## config.mk

```make
export PLATFORM = sky130hd
export DESIGN_NAME = lfsr_keystream_gen
export DESIGN_NICKNAME = d
export VERILOG_FILES = /design/src/rtl/lfsr_keystream_gen.sv
export SDC_FILE = /design/constraint.sdc
export NUM_CORES = 1
export LEC_CHECK = 0
export ABC_AREA = 0
export CAP_MARGIN = 5
export CORE_MARGIN = 1
export CORE_UTILIZATION = 61
export CTS_BUF_LIST = sky130_fd_sc_hd__clkbuf_4 sky130_fd_sc_hd__clkbuf_8
export CTS_CLUSTER_DIAMETER = 200
export DETAILED_ROUTE_END_ITERATION = 7
export GPL_ROUTABILITY_DRIVEN = 0
export PLACE_DENSITY = 0.89
export REMOVE_ABC_BUFFERS = 1
export SLEW_MARGIN = 20
export SYNTH_ARGS = -nofsm -noshare
export SYNTH_HDL_FRONTEND = slang
export SYNTH_HIERARCHICAL = 1
export SYNTH_SLANG_ARGS = --single-unit
```

## constraint.sdc

```tcl
create_clock -name clk -period 11.1 [get_ports clk]
set_clock_uncertainty 0.1 [all_clocks]
set_input_delay 1.665 -clock clk [delete_from_list [all_inputs] [get_ports clk]]
set_output_delay 1.665 -clock clk [all_outputs]
set_load 0.05 [all_outputs]
```

## src/rtl/lfsr_keystream_gen.sv

```systemverilog
// lfsr_keystream_gen: Galois LFSR keystream source for the XOR cipher datapath.
// Each transfer advances the register OUT_BITS Galois steps and emits the
// output bit of every step. Taps are latched at load time. After each reseed,
// WARMUP words are discarded before the stream starts. Words are handed over
// on a valid/ready handshake, so a stalled consumer loses no keystream.
// Optional build macro: LFSR_STUCK_DETECT_EN. When it is defined, an all-zero
// successor state in WARM or RUN parks the FSM in IDLE and raises lock_err.

// One Galois step. The output bit is the LSB of the incoming state.
module lfsr_galois_step #(
  parameter int WIDTH = 64
) (
  input  logic [WIDTH-1:0] s_i,
  input  logic [WIDTH-1:0] taps_i,
  output logic [WIDTH-1:0] s_o,
  output logic             bit_o
);
  assign bit_o = s_i[0];
  assign s_o   = s_i[0] ? ((s_i >> 1) ^ taps_i) : (s_i >> 1);
endmodule

module lfsr_keystream_gen #(
  parameter int WIDTH    = 64,
  parameter int OUT_BITS = 8,
  parameter int WARMUP   = 16
) (
  input  logic                clk,
  input  logic                rst,
  input  logic                ld,
  input  logic [WIDTH-1:0]    seed_i,
  input  logic [WIDTH-1:0]    taps_i,
  input  logic                ks_ready,
  output logic                ks_valid,
  output logic [OUT_BITS-1:0] ks_data,
  output logic                busy,
  output logic                lock_err,
  output logic [WIDTH-1:0]    state_o
);
  localparam int CNT_W = (WARMUP > 0) ? $clog2(WARMUP + 1) : 1;
  localparam logic [CNT_W-1:0] WARMUP_C = CNT_W'(WARMUP);

  typedef enum logic [1:0] {ST_IDLE, ST_WARM, ST_RUN} st_e;

  st_e              fsm_q, fsm_d;
  logic [WIDTH-1:0] lfsr_q, lfsr_d;
  logic [WIDTH-1:0] taps_q, taps_d;
  logic [CNT_W-1:0] cnt_q, cnt_d;
  logic             lock_q, lock_d;

  // The word function is an unrolled chain of OUT_BITS single steps.
  logic [OUT_BITS:0][WIDTH-1:0] chain;
  logic [OUT_BITS-1:0]          word_bits;
  logic [WIDTH-1:0]             wnext;

  assign chain[0] = lfsr_q;
  assign wnext    = chain[OUT_BITS];

  for (genvar g = 0; g < OUT_BITS; g++) begin : g_step
    lfsr_galois_step #(.WIDTH(WIDTH)) u_step (
      .s_i    (chain[g]),
      .taps_i (taps_q),
      .s_o    (chain[g+1]),
      .bit_o  (word_bits[g])
    );
  end

  assign ks_valid = (fsm_q == ST_RUN);
  assign ks_data  = ks_valid ? word_bits : '0;
  assign busy     = (fsm_q == ST_WARM);
  assign lock_err = lock_q;
  assign state_o  = lfsr_q;

  // Next-state logic: a load wins over everything. Otherwise WARM free-runs
  // and RUN advances only on an accepted transfer.
  always_comb begin
    fsm_d  = fsm_q;
    lfsr_d = lfsr_q;
    taps_d = taps_q;
    cnt_d  = cnt_q;
    lock_d = lock_q;
    if (ld) begin
      lfsr_d = seed_i;
      taps_d = taps_i;
      cnt_d  = WARMUP_C;
      lock_d = 1'b0;
      if (seed_i == '0) begin
        fsm_d  = ST_IDLE;
        lock_d = 1'b1;
      end else if (WARMUP == 0) begin
        fsm_d = ST_RUN;
      end else begin
        fsm_d = ST_WARM;
      end
    end else begin
      case (fsm_q)
        ST_WARM: begin
          lfsr_d = wnext;
          cnt_d  = cnt_q - 1'b1;
          if (cnt_q <= CNT_W'(1)) fsm_d = ST_RUN;
`ifdef LFSR_STUCK_DETECT_EN
          if (wnext == '0) begin
            fsm_d  = ST_IDLE;
            lock_d = 1'b1;
          end
`endif
        end
        ST_RUN: begin
          if (ks_ready) begin
            lfsr_d = wnext;
`ifdef LFSR_STUCK_DETECT_EN
            // The transfer that produced the zero state still completes.
            if (wnext == '0) begin
              fsm_d  = ST_IDLE;
              lock_d = 1'b1;
            end
`endif
          end
        end
        default: ;
      endcase
    end
  end

  // State registers with synchronous reset.
  always_ff @(posedge clk) begin
    if (rst) begin
      fsm_q  <= ST_IDLE;
      lfsr_q <= '0;
      taps_q <= '0;
      cnt_q  <= '0;
      lock_q <= 1'b0;
    end else begin
      fsm_q  <= fsm_d;
      lfsr_q <= lfsr_d;
      taps_q <= taps_d;
      cnt_q  <= cnt_d;
      lock_q <= lock_d;
    end
  end
endmodule
```

Yosys cells after proc, flatten, opt, wreduce, memory -nomap -nowiden
Index checks and enable logic that the tools add are counted.
Widths: inputs -> output; s select.
{"block": "word_totals", "ff_bits": 136, "inputBits": 132, "out_inout_bits": 75}
{"block": "op_classes", "n_bitwise": 8, "order_cmp": 1, "n_addsub": 1, "n_reduce_logical": 7, "n_eq_ne": 3, "n_mux": 19}
{"cell": "$mux 64", "count": 10}
{"cell": "$xor 63x64->64", "count": 8}
{"cell": "$pmux 64 s2", "count": 1}
{"cell": "$logic_not 64->1", "count": 1}
{"cell": "$mux 5", "count": 2}
{"cell": "$mux 8", "count": 1}
{"cell": "$mux 2", "count": 3}
{"cell": "$le 5x1->1 const B", "count": 1}
{"cell": "$sub 5x1->5 const B", "count": 1}
{"cell": "$reduce_and 2->1", "count": 2}
{"cell": "$reduce_bool 2->1", "count": 2}
{"cell": "$ne 3x3->1 const B", "count": 1}
{"cell": "$reduce_bool 3->1", "count": 1}
{"cell": "$eq 2x1->1 const B", "count": 1}
{"cell": "$eq 2x2->1 const B", "count": 1}
{"cell": "$mux 1", "count": 2}
{"cell": "$reduce_or 2->1", "count": 1}

Longest topological paths before layout
{"block": "logic_depth", "ltp_word": 19, "depth_mapped": 27, "mapped_depth_nobuf": 18}

By module
Netlist, hierarchy kept.
{"module": "lfsr_galois_step", "cells_each": 135, "n_inst": 8, "area_each_um2": 880.8, "seq_area_each_um2": 0.0}
{"module": "lfsr_keystream_gen", "cells_each": 624, "n_inst": 1, "area_each_um2": 6413.7, "seq_area_each_um2": 2722.6}

Worst setup path after synthesis
No wires, ideal clock.
{"block": "synth_path", "kind": "reg-to-output", "startpoint": "reg lfsr_q[0], in the netlist state_o[0]", "endpoint": "out ks_data[7]", "arrival_ps": 3999, "path_slack_ps": 5336, "required_ps": 9335, "stages_incl_launch_ff": 24, "cell_sequence": "dfxtp_1 -> buf_6 -> nand2_1 -> xnor2_1 -> buf_6 -> nand2_1 -> xnor2_1 -> buf_6 -> nand2_1 -> xnor2_1 -> buf_6 -> nand2_1 -> xnor2_1 -> buf_6 -> nand2_1 -> xnor2_1 -> buf_6 -> nand2_1 -> xnor2_1 -> buf_6 -> nand2_1 -> xnor2_1 -> buf_4 -> and2_1"}
{"element": "from (decl)", "line": "45", "source": "logic [WIDTH-1:0] lfsr_q, lfsr_d;"}
{"element": "from (signal assigned)", "line": "134", "source": "lfsr_q <= lfsr_d;"}
{"element": "to (decl)", "line": "34", "source": "output logic [OUT_BITS-1:0] ks_data,"}

==> summary.md <==
| Metric | Value |
|---|---|
| Max-cap violations | `0` |
| Initial drt markers | `854` |
| Setup-failing EPs final | `0` |
| FMAX | `110 MHz` |
| CTS root buf | `clkbuf_8` |
| Routed vias | `11400` |
| Worst path arrival time | `7.33 ns` |
| Avg Cell Area, Syn | `7.90 sq um` |
| Complex-gate fraction of the synthesized area | `0.0650` |
| Yosys cell types | `28` |
| Post-CTS setup buffers | `0` |
| Post-synthesis adder-cell area fraction | `0.00186` |
| Initial DRT Pass Iterations | `5` |
| Post-Synth Simple-Gate Area | `0.198` |
| Status | `finished clean` |
| Syn Inst Count | `1704` |
| Routed WL | `33700 microns` |
| Critical Path RT | `9.34 ns` |
| Vias in the first global route | `10900` |
| Largest net degree at the start of global routing | `89` |
| Seq/Total Area, Yosys | `0.202` |
| Post-cts resize count | `0` |
| # placed instances | `2023` |
| Mapped Area | `0.0135 sq mm` |
| CP endpoint kind | `primary output` |
| WL per Instance | `16.4 microns` |
| CP max stage delay | `0.80 ns` |
| RSZ-0062 raised after global routing | `no` |
| Initial Util | `0.630` |
| Layout cell share with drive strength beyond 1 | `0.0669` |
| Max-Slew Margin vs Limit | `0.321` |
| DR vias/cell | `5.56` |
| Port bufs | `206` |
| Placed wire-length estimate | `23500 microns` |
| Worst slew pin tran | `1.02 ns` |
| Initial antenna violation count | `0` |
| Placement row count | `53` |
| CTS tree | `built` |
| Die ar. | `0.0227 sq mm` |
| Critical-path cell list | `nand2_1 > xnor2_2 > nand2_1 > xnor2_2 > buf_4 > nand2_1 > xnor2_2 > buf_4 > nand2_1 > xnor2_2 > buf_4 > nand2_1 > xnor2_2 > buf_4 > nand2_1 > xnor2_2 > buf_4 > nand2_1 > xnor2_2 > and2_1 > clkdlybuf4s50_1` |
| I/O Pins | `207` |
| Total Routing Usage GR | `0.300` |
| Largest family of logic cells by synthesized area | `XOR/XNOR gates` |
| CTS Hold Bufs | `0` |
| Pins Over Slew Limit | `0` |
| Slowest-stage cell, CP | `clkdlybuf4s50_1` |
| Antenna-violating nets left | `0` |
| Period minus WS final | `9.09 ns` |
| FF+latch count, synth | `136` |
| Period utilization | `0.819` |
| Startpoint types | `flop` |
| Buffers & Inverters on Critical Path | `6` |
| ANT cells | `0` |
| Clk pin slew, worst setup/hold paths | `0.08 ns` |
| Multiplexer area fraction after synthesis | `0.0952` |
| Core area | `0.0214 sq mm` |
| Hold Vio Cnt, Final | `0` |
| Pwr Total | `0.00301 W` |
| Crit path max-delay family | `buffers and inverters` |
| Post-Synth XOR/XNOR Area | `0.330` |
| Syn-to-layout area delta | `11.6%` |
| Leakage | `5.12 nW` |
| Worst min path class | `flop to flop` |
| First-pass GRT wire length | `53700 microns` |
| Worst-path fanout max | `65` |
| Warnings from Yosys | `6` |
| Nets@finish | `1901` |
| Remaining DRCs | `0` |
| H-tree depth | `4` |
| Finished Layout Cells | `2055` |
| Die Span X | `151 microns` |
| CTS Buffer Depth | `2` |
| Global route overflow | `0` |
| TritonCTS buffer count | `17` |
| # clock sinks | `136` |
| Worst-Skew Late Latency | `0.48 ns` |
| Crit Path Class | `flop to primary output` |
| Peak supply drop | `0.126 mV` |
| Fillers | `1582` |
| DIE HEIGHT | `151 microns` |
| PD cells | `200 mW/mm^2` |
## logic make-up after synthesis
| group | after synthesis |
|---|---|
| flops | 136 |
| xor+xnor | 507 |
| mux | 128 |
| fa+ha+maj | 2 |
| buf+inv | 178 |
| simple gates | 680 |
| compound gates | 73 |
## cell usage after synthesis
cell	number	share of area
a2111oi_0	1	0.00065
a211o_1	1	0.00065
a211oi_1	1	0.00056
a211oi_2	64	0.059
a21oi_1	1	0.00037
and2_1	16	0.0074
buf_1	2	0.00056
buf_2	19	0.0071
buf_4	73	0.041
buf_6	65	0.054
clkbuf_1	15	0.0042
dfxtp_1	136	0.20
ha_1	2	0.0019
inv_1	4	0.0011
mux2i_1	128	0.095
nand2_1	505	0.14
nand3b_1	2	0.0011
nand4_1	4	0.0019
nor2_1	130	0.036
nor2b_1	2	0.00093
nor3_1	4	0.0015
nor4_1	17	0.0079
o211a_1	1	0.00074
o211ai_1	1	0.00056
o31a_1	2	0.0013
o41ai_1	1	0.00065
xnor2_1	505	0.33
xor2_1	2	0.0013
## final cells by class
type                    count  area, sq um  area share
clock inverters            10          139     0.00924
clock buffers              22          303      0.0201
well taps                 275          344      0.0229
repair buffers            218         2160       0.144
flip-flops and latches    136         2720       0.181
multi-input cells        1390         9350       0.622
inverters                   4         15.0    0.000999
## per-layer routing
| metal | up-vias | part of all wire | track usage | wire [microns] |
|---|---|---|---|---|
| met5 | - | 0 | 0 | 0 |
| met1 | 5379 | 0.41 | 0.362 | 13700 |
| met4 | 0 | 0.036 | 0.139 | 1210 |
| li1 | 5420 | - | - | - |
| met2 | 527 | 0.48 | 0.513 | 16100 |
| met3 | 91 | 0.081 | 0.0542 | 2720 |
## placed cells by master (no fill, tap or decap)
master           instances
bufinv_16                3
nor2_1                 130
and2_1                  16
a2111oi_0                1
nand2_1                505
nor2b_1                  2
clkdlybuf4s50_1        204
a211o_4                  1
buf_4                   11
buf_6                    3
a21oi_1                  1
o41ai_1                  1
nor4_1                  17
a211oi_1                 1
o31a_1                   2
a211oi_2                64
xnor2_1                498
dfxtp_1                135
nand3b_1                 2
clkinv_4                 1
dfxtp_2                  1
o211a_1                  1
xnor2_2                  7
ha_1                     2
clkinvlp_4               1
inv_1                    4
xor2_1                   2
nand4_1                  4
mux2i_1                128
clkbuf_8                22
nor3_1                   4
inv_6                    2
o211ai_1                 1
clkinv_2                 3
## tightest hold or removal path: cells and delay by family, from the launching register on
| kind | cells | cell delay (ns) |
|---|---|---|
| AO/OA/AOI/OAI | 1 | 0.06 |
| flip-flops | 1 | 0.33 |
| buffers and inverters | 1 | 0.06 |
## through the flow
stage	utilization	hold WS [ns]	TNS, ns	setup slack [ns]	cell area, sq um
floorplan	-	0.334	-683.26	-11.60	12000
global placement	0.683	0.353	0	2.78	14600
detailed placement	0.683	0.385	0	2.58	14600
CTS	0.704	0.394	0	1.98	15000
global route	0.704	0.410	0	1.48	15000
finish	0.704	0.394	0	2.01	15000
## worst paths after layout
kind,slack [ns],end,cells past startpoint,startpoint
setup / recovery,2.01,ks_data[7],21,taps_q[0]$_SDFFE_PP0P_
hold / removal,0.39,fsm_q[1]$_SDFFE_PP0P_,2,fsm_q[1]$_SDFFE_PP0P_
setup reg to reg,3.59,state_o[12]$_SDFFE_PP0P_,24,taps_q[0]$_SDFFE_PP0P_
hold reg to reg,0.39,fsm_q[1]$_SDFFE_PP0P_,2,fsm_q[1]$_SDFFE_PP0P_
## report_power, final
part	switching, W	internal [W]	leakage (nW)	total, W
sequential	0.0000945	0.000550	1.13	0.000644
combinational	0.00105	0.000844	3.76	0.00190
clock	0.000213	0.000253	0.226	0.000465
## flip-flops by register name (all words and copies together) (netlist names)
name      count
cnt_q         5
fsm_q         2
lock_err      1
state_o      64
taps_q       64
(Power assumes the default switching activity.)
